--- config.mk ---
export PLATFORM = sky130hd
export DESIGN_NAME = symbol_serializer
export DESIGN_NICKNAME = d
export VERILOG_FILES = /design/src/rtl/symbol_serializer.sv
export SDC_FILE = /design/constraint.sdc
export NUM_CORES = 1
export LEC_CHECK = 0
export CORE_MARGIN = 2
export CORE_UTILIZATION = 50
export DETAILED_ROUTE_END_ITERATION = 8
export GPL_ROUTABILITY_DRIVEN = 0
export PLACE_DENSITY = 0.78
export SLEW_MARGIN = 30
export SYNTH_ARGS = -nofsm -noshare
export SYNTH_HDL_FRONTEND = slang
export SYNTH_SLANG_ARGS = --single-unit
--- constraint.sdc ---
create_clock -name clk -period 2.8 [get_ports clk]
set_clock_uncertainty 0.05 [all_clocks]
set_input_delay 0.42 -clock clk [delete_from_list [all_inputs] [get_ports clk]]
set_output_delay 0.42 -clock clk [all_outputs]
set_load 0.1 [all_outputs]
--- src/rtl/symbol_serializer.sv ---
// Frame-buffering symbol serializer: queues 4-symbol frames and streams each
// symbol for SPS cycles with registered sof/eof markers and sticky overflow.
module symbol_serializer #(
  parameter int unsigned       SYM_W      = 8,
  parameter int unsigned       SPS        = 4,
  parameter int unsigned       FIFO_DEPTH = 2,
  parameter logic [SYM_W-1:0]  IDLE_LEVEL = '0
) (
  input  logic                    clk,
  input  logic                    rst_n,
  input  logic                    en_i,
  input  logic                    in_valid_i,
  input  logic [3:0][SYM_W-1:0]   in_sym_i,
  output logic                    in_ready_o,
  output logic [SYM_W-1:0]        tx_sample_o,
  output logic                    tx_valid_o,
  output logic                    tx_sof_o,
  output logic                    tx_eof_o,
  output logic                    overflow_o,
  output logic                    busy_o
);

  localparam int unsigned AW        = $clog2(FIFO_DEPTH);
  localparam int unsigned CNT_W     = (SPS > 1) ? $clog2(SPS) : 1;
  localparam logic [CNT_W-1:0] SAMP_LAST = CNT_W'(SPS - 1);

  typedef enum logic {ST_IDLE, ST_SEND} state_e;

  logic [3:0][SYM_W-1:0] fifo_mem [FIFO_DEPTH];
  logic [AW:0]           wr_ptr_q, wr_ptr_d, rd_ptr_q, rd_ptr_d;
  logic                  full, empty, push, pop;

  state_e                state_q, state_d;
  logic [3:0][SYM_W-1:0] frame_q, frame_d;
  logic [1:0]            sym_idx_q, sym_idx_d;
  logic [CNT_W-1:0]      samp_cnt_q, samp_cnt_d;
  logic [SYM_W-1:0]      tx_sample_q, tx_sample_d;
  logic                  tx_valid_q, tx_valid_d;
  logic                  tx_sof_q, tx_sof_d;
  logic                  tx_eof_q, tx_eof_d;
  logic                  overflow_q, overflow_d;
  logic                  samp_wrap, frame_end;

  // Extra pointer MSB distinguishes full from empty when addresses match.
  assign empty = (wr_ptr_q == rd_ptr_q);
  assign full  = (wr_ptr_q[AW] != rd_ptr_q[AW]) &&
                 (wr_ptr_q[AW-1:0] == rd_ptr_q[AW-1:0]);
  assign push  = in_valid_i && !full;

  assign wr_ptr_d   = push ? (wr_ptr_q + (AW+1)'(1)) : wr_ptr_q;
  assign rd_ptr_d   = pop  ? (rd_ptr_q + (AW+1)'(1)) : rd_ptr_q;
  assign overflow_d = overflow_q || (in_valid_i && full);

  always_ff @(posedge clk) begin
    if (push) begin
      fifo_mem[wr_ptr_q[AW-1:0]] <= in_sym_i;
    end
  end

  assign samp_wrap = (samp_cnt_q == SAMP_LAST);
  assign frame_end = samp_wrap && (sym_idx_q == 2'd3);

  // State register
  always_ff @(posedge clk or negedge rst_n) begin
    if (!rst_n) begin
      state_q <= ST_IDLE;
    end else begin
      state_q <= state_d;
    end
  end

  // Next-state logic
  always_comb begin
    state_d = state_q;
    case (state_q)
      ST_IDLE: if (en_i && !empty) state_d = ST_SEND;
      ST_SEND: if (en_i && frame_end && empty) state_d = ST_IDLE;
      default: state_d = ST_IDLE;
    endcase
  end

  // Output / datapath logic; tx_* values here land in registers at the edge.
  always_comb begin
    pop         = 1'b0;
    sym_idx_d   = sym_idx_q;
    samp_cnt_d  = samp_cnt_q;
    tx_valid_d  = 1'b0;
    tx_sample_d = IDLE_LEVEL;
    tx_sof_d    = 1'b0;
    tx_eof_d    = 1'b0;
    case (state_q)
      ST_IDLE: begin
        if (en_i && !empty) begin
          pop        = 1'b1;
          sym_idx_d  = 2'd0;
          samp_cnt_d = '0;
        end
      end
      ST_SEND: begin
        if (en_i) begin
          tx_valid_d  = 1'b1;
          tx_sample_d = frame_q[sym_idx_q];
          tx_sof_d    = (sym_idx_q == 2'd0) && (samp_cnt_q == '0);
          tx_eof_d    = frame_end;
          if (samp_wrap) begin
            samp_cnt_d = '0;
            sym_idx_d  = sym_idx_q + 2'd1;
          end else begin
            samp_cnt_d = samp_cnt_q + CNT_W'(1);
          end
          // Chain the next frame with no gap; counters already wrap to zero.
          if (frame_end && !empty) pop = 1'b1;
        end
      end
      default: ;
    endcase
  end

  assign frame_d = pop ? fifo_mem[rd_ptr_q[AW-1:0]] : frame_q;

  always_ff @(posedge clk or negedge rst_n) begin
    if (!rst_n) begin
      wr_ptr_q    <= '0;
      rd_ptr_q    <= '0;
      frame_q     <= '0;
      sym_idx_q   <= 2'd0;
      samp_cnt_q  <= '0;
      tx_sample_q <= IDLE_LEVEL;
      tx_valid_q  <= 1'b0;
      tx_sof_q    <= 1'b0;
      tx_eof_q    <= 1'b0;
      overflow_q  <= 1'b0;
    end else begin
      wr_ptr_q    <= wr_ptr_d;
      rd_ptr_q    <= rd_ptr_d;
      frame_q     <= frame_d;
      sym_idx_q   <= sym_idx_d;
      samp_cnt_q  <= samp_cnt_d;
      tx_sample_q <= tx_sample_d;
      tx_valid_q  <= tx_valid_d;
      tx_sof_q    <= tx_sof_d;
      tx_eof_q    <= tx_eof_d;
      overflow_q  <= overflow_d;
    end
  end

  assign in_ready_o  = !full;
  assign busy_o      = (state_q == ST_SEND) || !empty;
  assign tx_sample_o = tx_sample_q;
  assign tx_valid_o  = tx_valid_q;
  assign tx_sof_o    = tx_sof_q;
  assign tx_eof_o    = tx_eof_q;
  assign overflow_o  = overflow_q;

endmodule

Word level (Yosys, flattened, before mapping). Memories as Yosys holds them, arrays and structs flattened. A register that Yosys moved wholly into a read port is not among the register bits. Cells that the tools add are included.

Add/subtract/negate cells: 4. Magnitude comparators: 1. Equality and inequality tests: 8. Mux-type cells: 25. Bitwise logic cells: 1. Reductions and logical operators: 18.

Operators with widths (number): $mux W8 (3); $bmux W8 S2 (1); $mux W1 (12); $mux W2 (5); $logic_and A1 B1 Y1 (9); $add A2 B1 Y2 const B (4); $pmux W2 S2 (2); $eq A2 B2 Y1 const B (2); $logic_not A2 Y1 (2); $ne A2 B2 Y1 const B (2); $pmux W1 S2 (2); $logic_not A1 Y1 (3); $lt A2 B3 Y1 const B (1); $reduce_and A3 Y1 (1); $eq A2 B2 Y1 (1); $logic_or A1 B1 Y1 (2); $ne A2 B1 Y1 const B (1); $reduce_and A2 Y1 (1); $eq A1 B1 Y1 (1); $ne A1 B1 Y1 (1); $not A1 Y1 (1).

Register bits: 21. Memory bits (writable): 64. Input bits: 36. Output and inout bits: 14. Word-level logic and storage cells: 68. Memories kept: 1.

Memories: fifo_mem (words 2, width 32, rd ports 1, clocked after Yosys merged registers in 1, write ports 1, RTL line 29) `logic [3:0][SYM_W-1:0] fifo_mem [FIFO_DEPTH];`.

Depth between registers and ports, before layout.
Depth in word-level cells: 6. Mapped depth: 6.

Worst setup path after synthesis. OpenSTA, ideal clock, no wires.

Path type: register to register. Start point: register rd_ptr_q[1]. End point: memory fifo_mem[0][0] (netlist bit) (enable). Setup time: 421 ps. Arrival time: 2347 ps. Slack: -18 ps. Stages on the path, launching flop included: 4. Path buffers: 0. Cell sequence: dfrtp_1 xnor2_1 o21ai_0 nor2_1.

Word-level cells in the longest chain between the ends: 6.

RTL lines: start: declaration (RTL line 30) `logic [AW:0] wr_ptr_q, wr_ptr_d, rd_ptr_q, rd_ptr_d;`; start signal: assignment (RTL line 135) `rd_ptr_q <= rd_ptr_d;`; $ne A1 B1 Y1 (RTL line 46) `assign full = (wr_ptr_q[AW] != rd_ptr_q[AW]) &&`; $logic_and A1 B1 Y1 (RTL line 46); $logic_not A1 Y1 (RTL line 48) `assign push = in_valid_i && !full;`; $logic_and A1 B1 Y1 (RTL line 48); $mux W1 (RTL line 55) `if (push) begin`; $mux W1 (not written as such) (RTL line 56) `fifo_mem[wr_ptr_q[AW-1:0]] <= in_sym_i;`; end: declaration (RTL line 29).

Every way passes these cells.

Worst setup path in the final report.
Start point: register sym_idx_q[1]. End point: register frame_q[2] (netlist bit), read port of fifo_mem.

Word-level cells in the longest chain between the ends: 6.

RTL lines: start: declaration (RTL line 35) `logic [1:0] sym_idx_q, sym_idx_d;`; start signal: assignment (RTL line 137) `sym_idx_q <= sym_idx_d;`; $eq A2 B2 Y1 (RTL line 61) `assign frame_end = samp_wrap && (sym_idx_q == 2'd3);`; $logic_and A1 B1 Y1 (RTL line 61); $logic_and A1 B1 Y1 (RTL line 112) `if (frame_end && !empty) pop = 1'b1;`; $mux W1 (RTL line 112); $mux W1 (RTL line 100) `if (en_i) begin`; $pmux W1 S2 (RTL line 91) `case (state_q)`; end: declaration (RTL line 34) `logic [3:0][SYM_W-1:0] frame_q, frame_d;`.

Every way passes these cells. A chain may end at the register's enable or synchronous reset.

==> impl_metrics.py <==
metrics = {
    "setup_path": {
        "arrival_ps": 2710,
        "reg2reg_to": "frame_q[2]",
        "worstPathRequired_ps": 3130,
        "start_kind": "register",
        "rrSetupSlack_ps": 420,
        "reg2regPathDepth": 5,
        "worstReg2RegStart": "sym_idx_q[1]",
        "crit_type": "reg -> reg",
        "endpoint_kind": "register",
        "worstPathMaxFanout": 33,
    },
    "clock_network": {
        "cts.sinks": 117,
        "cts_buffers": 17,
        "cts_buffer_depth": 2,
        "cts_setup_buffers": 0,
        "tritoncts": "yes",
        "clock_latency_ps": 510,
        "cts.htree.levels": 4,
        "ctsResizeCount": 0,
        "clkTransAtPathRegs_ps": 50,
        "cts_root_buffer": "clkbuf_8",
        "cts_hold_buf": 1,
    },
    "layout": {
        "seq_area_um2": 3250,
        "multiInputGateArea_um2": 1270,
        "diodes": 0,
        "drive_above_1_share": 0.301,
        "area_delta_synth_final_pct": 26.6,
        "fillers": 627,
        "nets": 359,
    },
    "sta": {
        "drv_slew": 0,
        "finalHoldViolations": 0,
        "period_share": 0.849,
        "rsz0062_at_grt": "no",
        "setup_viol": 0,
        "clock.fmax_mhz": 421,
        "setup-tns-final_ps": 0,
        "max_slew_margin": 0.501,
        "worstMarginPinSlew_ps": 749,
        "setup_ws_ps": 422,
        "fin_crit_ps": 2380,
    },
    "floorplan": {
        "die_y_um": 99.9,
        "start_util": 0.508,
        "fp.coreArea_um2": 9060,
        "io_pins": 50,
        "num_rows": 35,
        "fp.dieW_um": 99.9,
        "die-area_um2": 9990,
    },
    "yosys": {
        "synth_edf_count": 64,
        "synth_cells": 253,
        "post_synth.cell_area_avg_um2": 18.2,
        "async_flop_share": 0.453,
        "yosys_warnings": 0,
        "ys_seq_area_frac": 0.706,
        "synth_area_um2": 4600,
        "ys_seq_elements": 117,
        "yosys-top-cells-count": "edfxtp_1 (64), dfrtp_1 (53), mux2_2 (35)",
        "synth_cell_type_count": 31,
        "synth-main-ff-cell": "edfxtp_1",
        "yosys-top-cells-area": "edfxtp_1 (42%), dfrtp_1 (29%), mux2_2 (8.6%), mux2_1 (7.1%), mux4_2 (3.9%)",
        "synth_area_leader_cell": "edfxtp_1",
        "synth_nets": 293,
        "synth_top_area_share": 0.418,
        "yosysMostFrequentCell": "edfxtp_1",
    },
    "routing": {
        "wl_met3_um": 227,
        "wl_met2_um": 4180,
        "wl_per_cell_um": 18.1,
        "top_layer_used": "met4",
        "vias": 2337,
        "routed_via_density": 5.28,
        "drc": 0,
        "ant_nets": 0,
        "firstDrtPassIters": 6,
        "drt-initial-drc-count": 133,
        "routed_wirelength_um": 8010,
        "met1Wirelength_um": 3450,
    },
    "global_routing": {
        "track_usage": 0.176,
        "grt_max_degree": 34,
        "grt_pass1_vias": 2517,
        "overflow": 0,
        "antenna_found_initial": 0,
        "grt_pass1_wl_um": 13000,
    },
    "place": {
        "dpl.hpwl_um": 4890,
        "place_ws_ps": 458,
        "portBuffers": 49,
    },
    "hold_path": {
        "hold_start": "frame_q[20]",
        "holdPathStages": 1,
        "hold_path_end": "frame_q[20]",
        "hp-class": "reg -> reg",
    },
    "pwr": {
        "power.density_nw_per_um2": 1260,
        "vdd_drop_max_uv": 611,
        "p_leak_nw": 2.34,
    },
    "run": {
        "maxCapViolCount": 0,
    },
    "run_status": {
        "status": "finished clean",
    },
}
==> state kept, by name, summed over array words and instances, names as in the netlist <==
name         count
sym_idx_q        2
tx_eof_o         1
tx_valid_o       1
tx_sof_o         1
fifo_mem        64
samp_cnt_q       2
wr_ptr_q         2
frame_q         32
rd_ptr_q         2
overflow_o       1
tx_sample_o      8
state_q          1
==> critical path, cell delays in order (launching register included) <==
cell	delay, ps
dfrtp_1	640
ha_1	300
a21boi_0	190
a211oi_4	250
buf_4	420
mux2_1	390
==> cells in the final DEF, fill, tap and decap left out, drive strengths merged, types with 6 or more instances in the layout <==
cell | synthesis | final
edfxtp | 64 | 64
mux2 | 64 | 64
dfrtp | 53 | 53
clkdlybuf4s50 | 0 | 34
buf | 7 | 23
clkbuf | 4 | 23
and2 | 9 | 9
mux4 | 8 | 8
inv | 6 | 6
==> per-layer routing <==
metal | global-route usage | vias up
li1 | - | 1075
met1 | 0.217 | 1203
met2 | 0.294 | 46
met3 | 0.0460 | 13
met4 | 0.0790 | 0
met5 | 0 | -
==> report_power, final <==
group / internal (mW) / switching, mW / leakage (nW) / total, mW
combinational: 0.966 / 1.41 / 0.794 / 2.38
clock: 1.44 / 0.719 / 0.294 / 2.16
sequential: 2.50 / 0.287 / 1.25 / 2.79
total: 4.91 / 2.42 / 2.34 / 7.32
==> per-stage QoR <==
| stage | instances | utilization | hold slack [ps] | area [µm²] | total power [mW] |
|---|---|---|---|---|---|
| after global routing | 443 | 0.643 | 429 | 5820 | 7.67 |
| after global placement | 410 | 0.575 | 403 | 5210 | 5.09 |
| after detailed placement | 410 | 0.575 | 424 | 5210 | 5.19 |
| after CTS | 443 | 0.643 | 427 | 5820 | 7.39 |
| after floorplan | 253 | - | 74.4 | 4600 | 4.55 |
| final | 443 | 0.643 | 431 | 5820 | 7.32 |
==> kinds of logic (layout without fill, tap and decap cells) <==
group,count (synthesis),in the layout,share of synthesized area
AO/OA/AOI/OAI,14,14,0.0245
adder cells (fa/ha/maj),4,4,0.0109
flip-flops,117,117,0.706
multiplexers,72,72,0.196
AND/OR/NAND/NOR,21,21,0.0258
XOR/XNOR,8,8,0.0169
buffers and inverters,17,96,0.0204
==> worst max-delay path by stage <==
stage          slack (ps)              to          from
2_1_floorplan         490  fifo_mem[0][0]   rd_ptr_q[1]
3_3_place_gp          540      frame_q[9]          en_i
3_5_place_dp          460     frame_q[27]  sym_idx_q[1]
4_1_cts               430      frame_q[2]  sym_idx_q[1]
5_1_grt               300     frame_q[21]  sym_idx_q[1]
6_report              420      frame_q[2]  sym_idx_q[1]
==> layout make-up <==
cell class,count,area share
repair buffers,58,0.0937
well taps,111,0.0238
flip-flops and latches,117,0.558
clock buffers,23,0.0818
inverters,6,0.00387
clock inverters,9,0.0215
multi-input cells,119,0.218
No activity file was read; power rests on OpenSTA's default activity.
==> edit, RTL diff (same flow settings) <==
Reset style: synchronous (`rst_n`), changed in 2 clocked blocks.
--- a/src/rtl/symbol_serializer.sv
+++ b/src/rtl/symbol_serializer.sv
@@ -61,7 +61,7 @@
   assign frame_end = samp_wrap && (sym_idx_q == 2'd3);
 
   // State register
-  always_ff @(posedge clk or negedge rst_n) begin
+  always_ff @(posedge clk) begin
     if (!rst_n) begin
       state_q <= ST_IDLE;
     end else begin
@@ -118,7 +118,7 @@
 
   assign frame_d = pop ? fifo_mem[rd_ptr_q[AW-1:0]] : frame_q;
 
-  always_ff @(posedge clk or negedge rst_n) begin
+  always_ff @(posedge clk) begin
     if (!rst_n) begin
       wr_ptr_q    <= '0;
       rd_ptr_q    <= '0;
Function: differs if rst_n is asserted again (counterexample within 4 cycles, from zero or initial values and one cycle with rst_n low); with rst_n held inactive, the same outputs for 10 cycles.
==> edit against the original RTL <==
  * Synthesized cell count is 23% higher
  * Area after synthesis down 0.30%
  * Count of clock-buffer cells in the layout fell by 2
  * Highest routed layer unchanged
  * Wire length is 1.6% higher
  * Final area decreased by 2.6%
  * Critical path type is now reg -> out
  * Worst setup slack better by 0.15 ns
  * Sequential cell count is the same
Power is not compared: it rests on default switching activity, and its combinational part moved more than twofold at a synthesized area within 25%.
==> edit: results (changes against the original RTL) <==
Routing
  • DRT iter0 DRCs: 185 (was 133)
  • WL per Instance: 16.7 um (was 18.1 um)
  • Post-DR vias/cell: 5.61 (was 5.28)
  • DR vias: 2728 (was 2337)
  • First-pass DRT Iterations: 5 (was 6)

Synthesis
  • Synth Area in Compound Gates: 10.8% (was 2.45%)
  • Dominant synthesized flop cell: edfxtp_1 (unchanged)
  • Synth top area cells: edfxtp_1 42%, dfxtp_1 23%, mux2i_1 8.1% (was edfxtp_1 42%, dfrtp_1 29%, mux2_2 8.6%)
  • Mux contribution to synthesized area: 12.0% (was 19.6%)
  • Adder-cell share of the synthesized area: 1.09% (about the same)
  • Synth warn: 0 (unchanged)
  • Post-Synth XOR/XNOR Area: 0.736% (was 1.69%)
  • Most instantiated cells after synthesis: 64 x edfxtp_1, 53 x dfxtp_1, 40 x nand2_1, 37 x mux2i_1, 29 x o221a_2 (was 64 x edfxtp_1, 53 x dfrtp_1, 35 x mux2_2, 29 x mux2_1, 9 x and2_1)
  • Distinct cells, synth: 36 (was 31)
  • Register area share after synthesis: 65.0% (was 70.6%)
  • Ys async rst share: 0% (was 45.3%)
  • Post-synthesis area per instance: 14.7 um2 (was 18.2 um2)
  • Syn nets: 352 (was 293)

Finish
  • Fill cells: 632 (was 627)
  • Share of post-route cells with drive strength above 1: 25.9% (was 30.1%)
  • Nets: 405 (was 359)
  • P&R area growth vs syn: 23.7% (was 26.6%)
  • Max FFs per register: 64 (unchanged)
  • # diodes: 0 (unchanged)

Clock tree
  • Postcts setup bufs: 0 (unchanged)
  • CTS H-tree lvls: 4 (unchanged)
  • Num CTS Buffers: 17 (unchanged)
  • CTS Hold Bufs: 0 (was 1)
  • Root Driver: clkbuf_8 (unchanged)
  • Clock buffer depth: 2 (unchanged)
  • Worst-Skew Late Latency: 0.50 ns
  • Clk slew on worst S/H paths: 0.06 ns

Placed design
  • Dpl cell area: 0.00513 mm2 (was 0.00521 mm2)
  • Detailed Place HPWL: 5180 um (was 4890 um)
  • Placed cells: 454 (was 410)

Worst setup path
  • Reg2Reg Depth: 5 (unchanged)
  • Arrival time worst endpoint: 1.76 ns (was 2.71 ns)
  • Crit-path max FO: 6 (was 33)

Power
  • Sw frac: 26.8%
  • Leak: 2.12 nW
  • Peak VDD IR: 0.564 mV

Outcome
  • Status: finished clean (unchanged)

Global route
  • First-pass GRT wire length: 13400 um (was 13000 um)
  • Initial antenna violation count: 0 (unchanged)
  • Largest net degree at the start of global routing: 46 (was 34)
  • GRT Overall Usage: 18.0% (was 17.6%)
  • Number of global-route vias before repair: 2756 (was 2517)

Timing
  • Pins Over Slew Limit: 0 (unchanged)
  • Slew at the pin closest to its max-slew limit: 0.461 ns (was 0.749 ns)

Min path
  • Hold Path Class: in -> reg (was reg -> reg)
  • Hold depth: 1 (unchanged)
edit: changes by cell type after synthesis, sizes merged, moves of 4 or more:
cell | unedited run | this run
mux2 | 64 | 0
dfrtp | 53 | 0
dfxtp | 0 | 53
mux2i | 0 | 37
nand2 | 4 | 40
o221a | 0 | 32
nor2b | 0 | 10
and2 | 9 | 0
buf | 7 | 14
clkbuf | 4 | 10
a31oi | 0 | 4
edit: final timing paths:
kind                                  start                        end  slack, ns
hold / removal                 in_sym_i[19]  fifo_mem[1][19]$_DFFE_PP_       0.45
setup / recovery   wr_ptr_q[0]$_SDFFE_PN0N_                     busy_o       0.57
hold reg to reg       overflow_o$_SDFF_PN0_      overflow_o$_SDFF_PN0_       0.47
setup reg to reg  sym_idx_q[0]$_SDFFE_PN0P_   frame_q[21]$_SDFFE_PN0P_       0.80
edit: metrics by stage:
step,total power [mW],setup WS [ns]
floorplan,2.98,0.128
global placement,3.20,0.739
detailed placement,3.23,0.692
CTS,5.21,0.549
global route,5.40,0.455
finish,5.17,0.574
edit: logic make-up after synthesis:
logic type,Yosys count
AO/OA/AOI/OAI,48
buffers and inverters,32
adder cells (fa/ha/maj),4
flip-flops,117
AND/OR/NAND/NOR,63
multiplexers,45
XOR/XNOR,3
edit: final cells by class:
class                      count  share of cell area [%]
sequential                   117                    52.6
multi-input combinational    163                    25.2
timing repair buffer          58                    9.66
clock buffer                  21                    7.74
tap                          108                    2.38
clock inverter                11                    1.90
inverter                       8                   0.529
edit: routing by layer:
metal,track usage (%),wire length [um]
met2,30.7,4300
met4,8.64,161
met5,0,0
met3,5.22,317
met1,20.9,3350
edit: critical path: stages, from the launching register on:
cell	delay [ns]
dfxtp_1	0.46
xor2_1	0.18
or3_4	0.43
buf_12	0.18
